**config.mk**
```make
export PLATFORM = sky130hd
export DESIGN_NAME = pcm_sample_mixer_flat
export DESIGN_NICKNAME = d
export VERILOG_FILES = /design/src/rtl/pcm_sample_mixer_pkg.sv /design/src/rtl/pcm_sample_mixer_if.sv /design/src/rtl/pcm_sample_tick.sv /design/src/rtl/pcm_sample_mixer.sv /design/src/flat_wrapper.sv
export SDC_FILE = /design/constraint.sdc
export NUM_CORES = 1
export LEC_CHECK = 0
export CORE_ASPECT_RATIO = 2
export CORE_MARGIN = 2
export CORE_UTILIZATION = 27
export CTS_BUF_LIST = sky130_fd_sc_hd__clkbuf_8
export DETAILED_ROUTE_END_ITERATION = 8
export GPL_TIMING_DRIVEN = 0
export HOLD_SLACK_MARGIN = 0.15
export MAX_ROUTING_LAYER = met4
export SLEW_MARGIN = 20
export SYNTH_ARGS = -nofsm -noshare
export SYNTH_HDL_FRONTEND = slang
export SYNTH_SLANG_ARGS = --single-unit
```
**constraint.sdc**
```tcl
create_clock -name clk -period 7.7 [get_ports clk]
set_input_delay 1.54 -clock clk [delete_from_list [all_inputs] [get_ports clk]]
set_output_delay 1.54 -clock clk [all_outputs]
set_load 0.02 [all_outputs]
```
**src/rtl/pcm_sample_mixer_pkg.sv**
```systemverilog
// Shared types and helpers for the PCM sample mixer and its tick source.
package pcm_mix_pkg;

  localparam int SAMPLE_W = 8;
  localparam logic [SAMPLE_W-1:0] PCM_MID = 8'h80;

  typedef enum logic [1:0] {IDLE, ACCUM, DONE} state_e;

  // Attenuate the accumulated sum, then clamp to the 8-bit PCM range.
  function automatic logic [SAMPLE_W-1:0] sat8(input logic [11:0] acc, input logic [1:0] shift);
    logic [11:0] s;
    s = acc >> shift;
    return (s > 12'd255) ? 8'hFF : s[SAMPLE_W-1:0];
  endfunction

endpackage

```
**src/rtl/pcm_sample_mixer_if.sv**
```systemverilog
// Per-channel sample handshake from the bytebeat generators into the mixer.
interface pcm_sample_mixer_if
  import pcm_mix_pkg::*;
#(
  parameter int NUM_CH = 8
);
  logic [NUM_CH-1:0][SAMPLE_W-1:0] ch_data;
  logic [NUM_CH-1:0]               ch_vld;
  logic [NUM_CH-1:0]               ch_rdy;

  modport master (output ch_data, ch_vld, input ch_rdy);
  modport slave  (input ch_data, ch_vld, output ch_rdy);
endinterface

```
**src/rtl/pcm_sample_tick.sv**
```systemverilog
// Free-running clock-enable divider: one tick every DIV clk cycles.
module pcm_sample_tick #(
  parameter int DIV = 512
) (
  input  logic clk,
  input  logic reset,
  output logic tick
);
  localparam int CW = (DIV > 1) ? $clog2(DIV) : 1;

  logic [CW-1:0] div_cnt_q, div_cnt_d;

  always_comb begin
    tick      = (div_cnt_q == CW'(DIV - 1));
    div_cnt_d = tick ? '0 : div_cnt_q + CW'(1);
  end

  always_ff @(posedge clk) begin
    if (reset) div_cnt_q <= '0;
    else       div_cnt_q <= div_cnt_d;
  end
endmodule

```
**src/rtl/pcm_sample_mixer.sv**
```systemverilog
// Captures one sample per channel each sample period, sums the masked channels
// one per cycle, and emits a scaled, saturated 8-bit sample with a strobe.
module pcm_sample_mixer
  import pcm_mix_pkg::*;
#(
  parameter int NUM_CH = 8,
  parameter int DIV    = 512
) (
  input  logic                 clk,
  input  logic                 reset,
  pcm_sample_mixer_if.slave    bus,
  input  logic [NUM_CH-1:0]    ch_mask,
  input  logic [1:0]           shift,
  output logic [SAMPLE_W-1:0]  sample_out,
  output logic                 sample_strobe,
  output logic [7:0]           underrun_cnt
);
  localparam int IW = (NUM_CH > 1) ? $clog2(NUM_CH) : 1;
  localparam int AW = SAMPLE_W + $clog2(NUM_CH);

  // The scan must finish before the next tick, so the period has to cover it.
  if (DIV < NUM_CH + 3) begin : g_div_chk
    $error("pcm_sample_mixer: DIV must be >= NUM_CH+3");
  end
  if (NUM_CH < 1 || NUM_CH > 16) begin : g_ch_chk
    $error("pcm_sample_mixer: NUM_CH must be in 1..16");
  end

  state_e                          state_q, state_d;
  logic [IW-1:0]                   idx_q, idx_d;
  logic [AW-1:0]                   acc_q, acc_d;
  logic [NUM_CH-1:0]               full_q, full_d;
  logic [NUM_CH-1:0][SAMPLE_W-1:0] hold_q, hold_d;
  logic [NUM_CH-1:0][SAMPLE_W-1:0] last_q, last_d;
  logic [SAMPLE_W-1:0]             sample_out_q, sample_out_d;
  logic                            strobe_q, strobe_d;
  logic [7:0]                      underrun_q, underrun_d;
  logic [NUM_CH-1:0]               take, scan;
  logic                            tick;

  pcm_sample_tick #(.DIV(DIV)) u_tick (.clk(clk), .reset(reset), .tick(tick));

  assign bus.ch_rdy = ~full_q;
  assign take       = bus.ch_vld & ~full_q;

  always_comb begin
    state_d      = state_q;
    idx_d        = idx_q;
    acc_d        = acc_q;
    last_d       = last_q;
    underrun_d   = underrun_q;
    sample_out_d = sample_out_q;
    strobe_d     = 1'b0;
    scan         = '0;
    unique case (state_q)
      IDLE: begin
        if (tick) begin
          acc_d   = '0;
          idx_d   = '0;
          state_d = ACCUM;
        end
      end
      ACCUM: begin
        scan[idx_q] = 1'b1;
        if (ch_mask[idx_q]) begin
          if (full_q[idx_q]) begin
            acc_d         = acc_q + AW'(hold_q[idx_q]);
            last_d[idx_q] = hold_q[idx_q];
          end else begin
            // Starved channel repeats its previous sample instead of dropping to zero.
            acc_d = acc_q + AW'(last_q[idx_q]);
            if (underrun_q != 8'hFF) underrun_d = underrun_q + 8'd1;
          end
        end
        idx_d = idx_q + IW'(1);
        if (idx_q == IW'(NUM_CH - 1)) state_d = DONE;
      end
      DONE: begin
        sample_out_d = sat8(12'(acc_q), shift);
        strobe_d     = 1'b1;
        state_d      = IDLE;
      end
      default: state_d = IDLE;
    endcase
  end

  // A fresh capture on the channel being scanned survives into the next period.
  always_comb begin
    full_d = (full_q & ~scan) | take;
    hold_d = hold_q;
    for (int i = 0; i < NUM_CH; i++)
      if (take[i]) hold_d[i] = bus.ch_data[i];
  end

  always_ff @(posedge clk) begin
    if (reset) begin
      state_q      <= IDLE;
      idx_q        <= '0;
      acc_q        <= '0;
      full_q       <= '0;
      hold_q       <= '0;
      last_q       <= {NUM_CH{PCM_MID}};
      sample_out_q <= PCM_MID;
      strobe_q     <= 1'b0;
      underrun_q   <= '0;
    end else begin
      state_q      <= state_d;
      idx_q        <= idx_d;
      acc_q        <= acc_d;
      full_q       <= full_d;
      hold_q       <= hold_d;
      last_q       <= last_d;
      sample_out_q <= sample_out_d;
      strobe_q     <= strobe_d;
      underrun_q   <= underrun_d;
    end
  end

  assign sample_out    = sample_out_q;
  assign sample_strobe = strobe_q;
  assign underrun_cnt  = underrun_q;
endmodule

```
**src/flat_wrapper.sv**
```systemverilog
// flat-port wrapper written by rule: the top's interface ports become plain ports
module pcm_sample_mixer_flat import pcm_mix_pkg::*;
#(
  parameter int NUM_CH = 8,
  parameter int DIV    = 512
)
  (clk, reset, ch_mask, shift, sample_out, sample_strobe, underrun_cnt, bus_ch_data, bus_ch_vld, bus_ch_rdy);
  pcm_sample_mixer_if #(.NUM_CH(NUM_CH)) bus_i ();
  input  logic clk;
  input  logic reset;
  input  logic [NUM_CH-1:0] ch_mask;
  input  logic [1:0] shift;
  output logic [SAMPLE_W-1:0] sample_out;
  output logic sample_strobe;
  output logic [7:0] underrun_cnt;
  input wire logic [$bits(bus_i.ch_data)-1:0] bus_ch_data;
  input wire logic [$bits(bus_i.ch_vld)-1:0] bus_ch_vld;
  output wire logic [$bits(bus_i.ch_rdy)-1:0] bus_ch_rdy;
  assign bus_i.ch_data = bus_ch_data;
  assign bus_i.ch_vld = bus_ch_vld;
  assign bus_ch_rdy = bus_i.ch_rdy;
  pcm_sample_mixer #(.NUM_CH(NUM_CH), .DIV(DIV)) u_core (.clk(clk), .reset(reset), .bus(bus_i), .ch_mask(ch_mask), .shift(shift), .sample_out(sample_out), .sample_strobe(sample_strobe), .underrun_cnt(underrun_cnt));
endmodule
```
## Word-level counts from Yosys, hierarchy flattened

Cells that the tools add are included.

| cells by class | value |
|---|---|
| $add $sub $neg | 5 |
| $lt $le $gt $ge | 3 |
| equal/unequal tests | 8 |
| shift-type cells | 1 |
| multiplexer cells | 25 |
| bitwise logic cells | 6 |
| reduce and logical (&&, ||, !) cells | 9 |

Operators by type and width:

| cell | number |
|---|---|
| bitwise mux 64 bit | 1 |
| binary-select mux 8 bit (select 3 bit) | 2 |
| 2-to-1 mux 8 bit | 5 |
| 2-to-1 mux 11 bit | 3 |
| demux 8 bit (select 3 bit) | 1 |
| adder 11 x 8 -> 11 bit | 2 |
| one-hot mux 11 bit (2 select lines) | 1 |
| bitwise AND 8 bit | 2 |
| inverter 8 bit | 2 |
| > comparator 12 x 8 -> 1 bit (second input constant) | 1 |
| >> shifter 11 x 2 -> 12 bit | 1 |
| adder 9 x 1 -> 9 bit (second input constant) | 1 |
| == test 9 bit (second input constant) | 1 |
| adder 8 x 1 -> 8 bit (second input constant) | 1 |
| inequality test 8 bit (second input constant) | 1 |
| OR 8 bit | 1 |
| binary-select mux 1 bit (select 3 bit) | 2 |
| inequality test 2 x 1 -> 1 bit (second input constant) | 3 |
| one-hot mux 3 bit (2 select lines) | 1 |
| AND reduction 3 bit | 2 |
| less-than comparator 3 x 4 -> 1 bit (second input constant) | 1 |
| 2-to-1 mux 1 bit | 4 |
| 2-to-1 mux 2 bit | 2 |
| one-hot mux 2 bit (2 select lines) | 1 |
| other kinds (14) | 15 |

| word-level totals | value |
|---|---|
| flip-flop bits (word level) | 178 |
| bits of input ports | 84 |
| output and inout port bits | 25 |
| word-level logic and storage cells | 81 |

## Logic depth before layout (Yosys ltp)

Gate-level depths: netlist (run 1).

| depth | value |
|---|---|
| word-level depth | 8 |
| depth in mapped cells | 16 |
| gate-level depth less buffers | 11 |

## Cells and area by module

A second synthesis (run 1) with hierarchy kept.

| second synthesis, totals | value |
|---|---|
| cells, all modules | 979 |
| area total of the unflattened synthesis | 8514.4 µm² |

By module, submodules not included:

| module | times used | cells an instance | area an instance (µm²) | seq. area each (µm²) |
|---|---|---|---|---|
| pcm_sample_mixer | 1 | 939 | 8144.1 | 3383.2 |
| pcm_sample_tick | 1 | 40 | 370.4 | 180.2 |

## Least setup slack after synthesis (run 1)

OpenSTA, ideal clock, no wires.

| timing | value |
|---|---|
| path kind | reg2reg |
| start | reg u_core.idx_q[1] |
| end | reg u_core.acc_q[10] |
| library setup time | 0.125 ns |
| arrival | 3.312 ns |
| data required time | 7.575 ns |
| setup slack | 4.263 ns |
| cell stages (with the launch flop) | 16 |
| path buffers | 4 |
| clock period less this slack | 3.437 ns |
| cell sequence | dfxtp_1 buf_2 buf_2 buf_2 buf_2 mux4_2 nand2_1 and3_1 a21oi_1 ha_1 fa_1 a21o_1 a22o_1 o41ai_1 or4_1 a21oi_1 |

| on the way | value |
|---|---|
| longest elaborated chain between the ends | 6 |
| elaborated cells on any way between the ends | 15 |
| classes of those cells | 2 x add/sub; 1 x eq/ne; 11 x mux; 1 x reduce/logical |

RTL lines:

| what | RTL line | RTL |
|---|---|---|
| start: declaration | pcm_sample_mixer.sv:30 | `logic [IW-1:0] idx_q, idx_d;` |
| start signal: assignment | pcm_sample_mixer.sv:108 | `idx_q <= idx_d;` |
| binary-select mux 8 bit (select 3 bit), on equally long branches | pcm_sample_mixer.sv:71, pcm_sample_mixer.sv:67 |  |
| 2-to-1 mux 8 bit, on equally long branches | pcm_sample_mixer.sv:71, pcm_sample_mixer.sv:67 |  |
| adder 11 x 8 -> 11 bit, on equally long branches | pcm_sample_mixer.sv:71, pcm_sample_mixer.sv:67 |  |
| 2-to-1 mux 11 bit | pcm_sample_mixer.sv:66 | `if (full_q[idx_q]) begin` |
| 2-to-1 mux 11 bit | pcm_sample_mixer.sv:65 | `if (ch_mask[idx_q]) begin` |
| one-hot mux 11 bit (2 select lines) | pcm_sample_mixer.sv:55 | `unique case (state_q)` |
| end signal: assignment | pcm_sample_mixer.sv:99 | `acc_q <= '0;` |
| end signal: assignment | pcm_sample_mixer.sv:109 | `acc_q <= acc_d;` |
| end: declaration | pcm_sample_mixer.sv:31 | `logic [AW-1:0] acc_q, acc_d;` |

Several ways; a longest one is shown, not always the timed one. The select of a mux whose other input is x is not followed.
A chain may end at the register's enable or synchronous reset.

## Worst setup path after layout (run 1)

| timing | value |
|---|---|
| start | reg u_core.idx_q[0] |
| end | reg u_core.acc_q[10] |

Same word-level chain as after synthesis.

==> results.ini, run 1 <==
[clock_network]
cts_tree=built
cts_setup_buffers=0
clockBufferDepth=2
cts-root-buf=clkbuf_8
cts-resized-gates=0
cts.clk_slew.worst_paths_ps=90
ctsHoldBuffers=0
cts_buffers=17
cts.sinks=178
cts-htree-levels=4
insertion_delay_ps=490

[route]
drtPass1Iterations=5
final_antenna_net_count=0
via_count=7727
wirelength_mm=29.7
drc_errors=0
routed_via_density=5.01
drt_iter0_markers=452
wl_per_cell_um=19.2

[sta]
holdWs_ps=451
timing.fmax_ghz=0.215
slew_violations=0
finalHoldViolations=0
clock_skew_ps=9.31
max_slew.worst_pin.slew_ps=983
tns_ps=0
period_share=0.604
grt_setup_unrepaired=no
period_needed_ps=4650
setup_viol=0
slew_headroom=0.340

[yosys]
synth_ff_type=dfxtp_1
synth.yosys.warnings=0
ys_ff_latch=178
synth_top_cell_by_area=dfxtp_1
synthCells=978
avgSynthCellArea_sq_um=8.92
synth_most_common_cell=dfxtp_1
async_flop_share=0
synth_common_cells=dfxtp_1, nand2_1, a21oi_1, mux2i_1, nand2b_1
yosysTopAreaCellShare=0.408
ys_types=63
synth_area_leaders=dfxtp_1, mux2i_1, nand2_1, mux4_2, a21oi_1
synth_edf_count=0
syn-cell-area_sq_mm=0.00873
synth-seq-area-share=0.408
syn-num-nets=1076

[floorplanning]
rows=93
die-area_sq_mm=0.0339
core_sq_mm=0.0320
die_x_um=131
start_util=0.273
num_io_pins=109
die_h_um=258

[global_routing]
grt-ovfl-total=0
grt_max_degree=17
grt_pass1_wl_mm=45.2
grt_usage=0.180
grt_pass1_vias=7814
antenna_found_initial=1

[power_and_ir_drop]
finalPower_mw=1.89
power_density_mw_per_mm2=176
vdd_drop_max_mv=0.136
cellLeakagePower_nw=3.81

[placement]
postPlaceCellArea_sq_mm=0.0103
gp_congestion=0.958
dpl.hpwl_mm=23.2
port_buffers=105
dp.cells=1510

[finish]
drive_gt1_frac=0.0951
multiInputGateArea_sq_mm=0.00473
register_area_sq_mm=0.00356
design_area_sq_mm=0.0108
nNetsFinal=1200
fillers=3370
syn_to_final_growth_pct=23.3
instances_no_fill=1543

[critical_path]
reg2regPathDepth=16
critPathCaptureType=flop
crit_type=reg2reg
critPathMaxFanout=10
worst_ep_arrival_time_ps=5040
worst_setup_path_start_kind=flop
crit_required_ps=8090

[worst_hold_path]
hp-class=reg2reg
min_path_cells=1

[run]
drv_cap=0

[run_status]
status=complete, no violations

[where the power goes]
part           leakage, nW  switching [mW]  total [mW]  internal, mW
sequential            1.45          0.0194       0.965         0.945
clock                0.223           0.356       0.726         0.371
combinational         2.14           0.111       0.202        0.0908
total                 3.81           0.487        1.89          1.41
[through the flow]
stage               utilization  setup WS (ps)
finish                    0.336           3050
global route              0.336           2830
CTS                       0.336           3110
detailed placement        0.322           3150
global placement          0.322           3170
floorplan                     -           4260
[cells in the final DEF (no fill, tap or decap), types with 8 or more instances in the layout]
cell,n
mux2i_1,69
clkdlybuf4s50_1,105
ha_1,13
dfxtp_1,178
nand2_1,163
a21oi_1,104
buf_2,13
nand2b_1,49
nor2b_1,16
mux4_2,24
inv_1,23
buf_1,9
a211oi_1,10
clkbuf_8,19
and3_1,17
nor2_1,45
mux2_2,10
o31ai_1,11
clkbuf_1,40
nand3_1,22
o21ai_0,36
o211ai_1,8
nand3b_1,21
[state kept, by name (all words and copies together), names as in the netlist]
name,cells
u_core.acc_q,11
u_core.state_q,2
u_core.underrun_cnt,8
u_core.full_q,8
u_core.sample_strobe,1
u_core.hold_q,64
u_core.idx_q,3
u_core.sample_out,8
u_core.last_q,64
u_core.u_tick.div_cnt_q,9
[path summary, 6_finish.rpt]
| kind | slack (ps) | end | from |
|---|---|---|---|
| worst max-delay path | 3050 | u_core.acc_q[10] | u_core.idx_q[0] |
| worst min-delay path | 450 | u_core.u_tick.div_cnt_q[0] | u_core.u_tick.div_cnt_q[0] |
| worst max register to register | 3050 | u_core.acc_q[10] | u_core.idx_q[0] |
| worst min register to register | 450 | u_core.u_tick.div_cnt_q[0] | u_core.u_tick.div_cnt_q[0] |
[cell type report]
class | count | share of cell area
multi-input cells | 706 | 0.440
well taps | 427 | 0.0496
plain buffers | 70 | 0.0316
flip-flops and latches | 178 | 0.331
inverters | 24 | 0.00837
diodes | 1 | 0.000233
clock inverters | 13 | 0.0171
clock buffers | 19 | 0.0243
repair buffers | 105 | 0.0977
[layer usage]
metal / track usage / routed length [um] / vias to the layer above
met5: - / 0 / -
met4: 0.123 / 1980 / 0
met3: 0.0225 / 1000 / 92
met2: 0.343 / 16500 / 255
met1: 0.166 / 10200 / 3705
li1: - / - / 3675
[cell families after synthesis]
kind of cell             after synthesis  synth area share
AND/OR/NAND/NOR                      358             0.203
multiplexers                         103             0.154
XOR/XNOR                              12            0.0120
buffers and inverters                 94            0.0493
adder cells (fa/ha/maj)               14            0.0209
AO/OA/AOI/OAI                        219             0.152
flip-flops                           178             0.408
[critical path: stages, from the launching register on]
cell and delay, ps:
dfxtp_1 370, buf_6 150, buf_12 150, buf_4 200, buf_2 330, buf_2 350, clkbuf_1 560, nand3_1 140
o211ai_1 130, a221oi_1 100, a21oi_1 500, ha_1 380, and3_1 170, a22o_1 200, o41ai_1 530, or4_1 210
a21oi_1 60
Note: power is estimated with default switching activity, not from simulation.
==> run 2: changes to the inputs <==
==> constraint.sdc (replaced) <==
create_clock -name clk -period 4.4 [get_ports clk]
set_input_delay 0.88 -clock clk [delete_from_list [all_inputs] [get_ports clk]]
set_output_delay 0.88 -clock clk [all_outputs]
set_load 0.02 [all_outputs]
==> results.ini, run 2 (synthesis results as in run 1) <==
[run_status]
status=complete, no violations

[placement]
postPlaceCellArea_sq_mm=0.0103  ; unchanged
gp_congestion=0.958  ; unchanged
port_buffers=105  ; unchanged
dpl.hpwl_mm=23.2  ; unchanged
place_ws_ps=-150  ; -3300 ps

[power_and_ir_drop]
power_density_mw_per_mm2=308  ; +75%
vdd_drop_max_mv=0.237  ; +75%
cellLeakagePower_nw=3.82  ; +0.21%

[route]
drtPass1Iterations=5  ; unchanged
wirelength_mm=29.7  ; -0.12%
via_count=7724  ; -0.039%
wl_per_cell_um=19.2  ; about the same
final_antenna_net_count=0  ; unchanged
routed_via_density=5.01  ; about the same
drt_iter0_markers=470  ; +4.0%
drc_errors=0  ; unchanged

[clock_network]
cts.clk_slew.worst_paths_ps=90  ; about the same
insertion_delay_ps=500  ; about the same
cts_buffers=17  ; unchanged
clockBufferDepth=2  ; unchanged
cts.sinks=178  ; unchanged
cts_setup_buffers=0  ; unchanged
cts_tree=built
cts-htree-levels=4  ; unchanged
cts-root-buf=clkbuf_8

[floorplanning]
num_io_pins=109  ; unchanged
start_util=0.273  ; unchanged
rows=93  ; unchanged
die_x_um=131  ; unchanged
die-area_sq_mm=0.0339  ; unchanged
die_h_um=258  ; unchanged
core_sq_mm=0.0320  ; unchanged

[sta]
grt_setup_unrepaired=no
clock_skew_ps=8.47  ; -0.835 ps
setup_viol=0  ; unchanged
period_share=0.956  ; +0.352
timing.fmax_ghz=0.238  ; +11%
max_slew.worst_pin.slew_ps=974  ; -8.86 ps
finalHoldViolations=0  ; unchanged
period_needed_ps=4210  ; -446 ps
slew_headroom=0.345  ; +0.00595
finalWorstSetupSlack_ps=192  ; -2850 ps
slew_violations=0  ; unchanged
tns_ps=0  ; unchanged

[worst_hold_path]
hp-class=reg2reg
hold_start=u_core.u_tick.div_cnt_q[0]

[global_routing]
grt-ovfl-total=0  ; unchanged
antenna_found_initial=1  ; unchanged
grt_pass1_vias=7799  ; -0.19%
grt_usage=0.180  ; about the same
grt_max_degree=20  ; +3
grt_pass1_wl_mm=45.1  ; about the same

[critical_path]
critPathCaptureType=flop
crit_start=u_core.idx_q[0]
critPathMaxFanout=10  ; unchanged
crit_type=reg2reg
reg2regPathDepth=15  ; -1
worst_setup_path_start_kind=flop
worstReg2RegStart=u_core.idx_q[0]
rrSetupSlack_ps=190  ; -2850 ps
worst_ep_arrival_time_ps=4640  ; -400 ps
crit_required_ps=4830  ; -3260 ps
r2r_end=u_core.acc_q[10]
endpoint=u_core.acc_q[10]

[finish]
layout_commonest_cell=dfxtp_1
final_cell_mix=dfxtp_1, nand2_1, clkdlybuf4s50_1
nNetsFinal=1199  ; -0.083%
reg_top3=u_core.hold_q (64), u_core.last_q (64), u_core.acc_q (11)
syn_to_final_growth_pct=23.4  ; about the same
drive_gt1_frac=0.0969  ; +0.00188
design_area_sq_mm=0.0108  ; about the same

[run]
drv_cap=0  ; unchanged

-- run 2: cell count changes in the layout (fill, tap and decap cells not counted) --
cell,delta
o41ai_2,+1
o41ai_1,-1
clkbuf_1,-1
clkbuf_4,+1
a21oi_2,+1
a21oi_1,-1
buf_2,-1
-- run 2: per-layer routing --
layer  global-route usage  share of wire  up-vias
met5                    -              0        -
met1                0.167           0.35     3727
met2                0.341           0.56      220
li1                     -              -     3685
met4                0.123          0.067        0
met3               0.0233          0.028       92
-- run 2: power by group --
part	switching [mW]	internal (mW)	leakage, nW	total [mW]
registers	0.0342	1.65	1.45	1.69
clock network	0.627	0.648	0.223	1.28
logic	0.195	0.159	2.15	0.354
-- run 2: worst min-delay path by stage --
stage,to,slack (ps),depth (start not counted)
CTS,u_core.u_tick.div_cnt_q[0],460,1
finish,u_core.u_tick.div_cnt_q[0],450,1
floorplan,u_core.u_tick.div_cnt_q[0],410,1
global placement,u_core.u_tick.div_cnt_q[0],420,1
detailed placement,u_core.u_tick.div_cnt_q[0],440,1
global route,u_core.u_tick.div_cnt_q[0],470,1
-- run 2: repair_timing --
item                                   CTS  global route
pin swaps                                0             0
hold buffers                             0             0
setup endpoints to repair                2             1
endpoints found under the hold margin    0             0
gates resized for setup                  2             1
-- run 2: cell type report --
class,count,area [sq um]
timing repair buffer,105,1050
antenna,1,2.50
inverter,24,90.1
fill,3371,21200
clock buffer,19,262
tap,427,534
sequential,178,3560
clock inverter,13,184
buffer,69,339
multi-input combinational,706,4750
-- run 2: worst max-delay path: stages, from the launching register on --
cell     delay (ps)
dfxtp_1         370
buf_6           150
buf_12          150
buf_4           200
buf_2           370
buf_4           300
mux2i_1         100
mux4_2          470
and3_1          180
a21oi_1         460
fa_1            330
a21o_1          180
a22o_1          160
o41ai_2          90
or4_1           480
a21oi_1         150
-- run 2: stage by stage --
stage | cells | util | total power [mW] | hold slack, ps
3_3_place_gp | 1510 | 0.322 | 2.07 | 423
6_report | 1542 | 0.337 | 3.32 | 450
4_1_cts | 1541 | 0.336 | 3.33 | 456
2_1_floorplan | 978 | - | 1.89 | 413
3_5_place_dp | 1510 | 0.322 | 2.08 | 443
5_1_grt | 1542 | 0.337 | 3.43 | 472
==> run 3: changes to the inputs <==
--- a/config.mk
+++ b/config.mk
@@ -6,7 +6,6 @@
 export NUM_CORES = 1
 export LEC_CHECK = 0
 export CORE_ASPECT_RATIO = 2
-export CORE_MARGIN = 2
 export CORE_UTILIZATION = 27
 export CTS_BUF_LIST = sky130_fd_sc_hd__clkbuf_8
 export DETAILED_ROUTE_END_ITERATION = 8
==> results.ini, run 3 (synthesis results as in run 1) <==
[critical_path]
crit_start=u_core.idx_q[0]
crit_required_ps=4830  ; about the same
rrSetupSlack_ps=120  ; -70 ps
crit_type=reg2reg
reg2regPathDepth=15  ; unchanged
critPathCaptureType=flop
worst_setup_path_start_kind=flop
r2r_end=u_core.acc_q[10]
critPathMaxFanout=10  ; unchanged
worst_ep_arrival_time_ps=4710  ; +70 ps
worstReg2RegStart=u_core.idx_q[0]

[route]
routed_via_density=5.08  ; +1.4%
met2WireLength_mm=16.0  ; -3.4%
wl_met3_mm=1.06  ; +26%
final_antenna_net_count=0  ; unchanged
wl_per_cell_um=19.3  ; +0.53%
drtPass1Iterations=5  ; unchanged
drt-met1-wl_mm=10.3  ; -0.38%
wirelength_mm=29.7  ; +0.27%
dr.max_layer_used=met4
drt_iter0_markers=501  ; +6.6%
via_count=7811  ; +1.1%
drc_errors=0  ; unchanged

[floorplanning]
die-area_sq_mm=0.0331  ; -2.3%
die_x_um=129  ; -1.5%
core_sq_mm=0.0317  ; -1.1%
num_io_pins=109  ; unchanged
die_h_um=256  ; -0.77%
start_util=0.276  ; +0.00296
rows=92  ; -1.1%

[clock_network]
cts.sinks=178  ; unchanged
ctsHoldBuffers=0  ; unchanged
cts_tree=built
cts-htree-levels=4  ; unchanged
cts-root-buf=clkbuf_8
insertion_delay_ps=500  ; about the same
cts.clk_slew.worst_paths_ps=90  ; about the same
clockBufferDepth=2  ; unchanged
cts_buffers=17  ; unchanged

[sta]
clock_skew_ps=13.4  ; +4.92 ps
slew_violations=0  ; unchanged
period_needed_ps=4280  ; +73.4 ps
holdWs_ps=450  ; +0.00300 ps
slew_headroom=0.303  ; -0.0421
setup_viol=0  ; unchanged
finalHoldViolations=0  ; unchanged
finalWorstSetupSlack_ps=118  ; -73.4 ps
timing.fmax_ghz=0.234  ; -1.7%
max_slew.worst_pin.slew_ps=1040  ; +69.5 ps
period_share=0.973  ; +0.0167
grt_setup_unrepaired=no
tns_ps=0  ; unchanged

[finish]
fillers=3281  ; -2.7%
drive_gt1_frac=0.0978  ; +0.000898
design_area_sq_mm=0.0107  ; -0.88%
syn_to_final_growth_pct=22.3
nNetsFinal=1199  ; unchanged
multiInputGateArea_sq_mm=0.00475  ; unchanged
final_cell_mix=dfxtp_1, nand2_1, clkdlybuf4s50_1
register_area_sq_mm=0.00356  ; unchanged
layout_commonest_cell=dfxtp_1
reg_top3=u_core.hold_q (64), u_core.last_q (64), u_core.acc_q (11)

[power_and_ir_drop]
net-switching-power_mw=0.884  ; +3.3%
power_density_mw_per_mm2=291  ; -5.5%
vdd_drop_max_mv=0.185  ; -22%
seq_power_share=0.544  ; +0.035
combPwrFrac=0.114  ; +0.007
finalPower_mw=3.11  ; -6.4%
p_int_mw=2.22  ; -9.7%
switching_share=0.285  ; +0.0265
cellLeakagePower_nw=3.77  ; -1.5%
clockPowerShare=0.342  ; -0.042

[global_routing]
grt_max_degree=20  ; unchanged
grt-ovfl-total=0  ; unchanged
grt_pass1_wl_mm=45.0  ; -0.32%
grt_usage=0.190  ; +0.00967
antenna_found_initial=1  ; unchanged
grt_pass1_vias=7805  ; +0.077%

[placement]
port_buffers=105  ; unchanged
gp_congestion=0.928  ; -3.1%
place_ws_ps=-105  ; +45.4 ps
dpl.hpwl_mm=23.1  ; -0.71%
postPlaceCellArea_sq_mm=0.0103  ; about the same

[worst_hold_path]
min_path_cells=1  ; unchanged
hold_start=u_core.u_tick.div_cnt_q[0]
hp-class=reg2reg
holdPathEnd=u_core.u_tick.div_cnt_q[0]

[run_status]
status=complete, no violations

[run]
drv_cap=0  ; unchanged

run 3: what timing repair did:
action / 4_1_cts / 5_1_grt
setup buffers: 0 / 0
resized for setup: 1 / 3
hold endpoints to repair: 0 / 0
setup endpoints to repair: 2 / 2
cloned: 0 / 0
run 3: metrics by stage:
stage,instances,util
after floorplan,978,-
after global placement,1506,0.326
after detailed placement,1506,0.326
after CTS,1537,0.337
after global routing,1538,0.337
final,1538,0.337
run 3: worst max path at each step:
| stage | end | cells past startpoint | slack (ps) |
|---|---|---|---|
| finish | u_core.acc_q[10] | 15 | 120 |
| global route | u_core.acc_q[8] | 15 | 20 |
| CTS | u_core.acc_q[10] | 15 | 50 |
| detailed placement | u_core.acc_q[10] | 16 | -100 |
| global placement | u_core.acc_q[10] | 16 | -60 |
| floorplan | u_core.acc_q[10] | 15 | 960 |
run 3: worst max-delay path: stages, from the launching register on:
cell and delay [ps]:
dfxtp_1 370, buf_6 150, buf_12 150, buf_4 200, buf_2 360, buf_4 310
mux2i_1 100, mux4_2 470, and3_1 180, a21oi_1 520, fa_1 350, a21o_1 170
a22o_1 160, o41ai_2 90, or4_1 480, a21oi_1 140
run 3: area by class of cell:
type,instances,share of cell area
diodes,1,0.000234
plain buffers,69,0.0320
clock buffers,18,0.0232
clock inverters,14,0.00984
inverters,24,0.00844
multi-input cells,706,0.445
flip-flops and latches,178,0.334
well taps,423,0.0496
repair buffers,105,0.0984
run 3: metal layers:
metal | vias to the layer above | GRT usage
met5 | - | -
met4 | 0 | 0.154
met3 | 98 | 0.0238
met2 | 285 | 0.339
met1 | 3740 | 0.177
li1 | 3688 | -
run 3: power by group through the flow:
stage / Clock [mW] / Sequential, mW / Combinational [mW]
6_report: 1.06 / 1.69 / 0.354
5_1_grt: 1.15 / 1.69 / 0.380
4_1_cts: 1.08 / 1.69 / 0.355
3_5_place_dp: 0 / 1.73 / 0.353
3_3_place_gp: 0 / 1.72 / 0.350
2_1_floorplan: 0 / 1.71 / 0.184
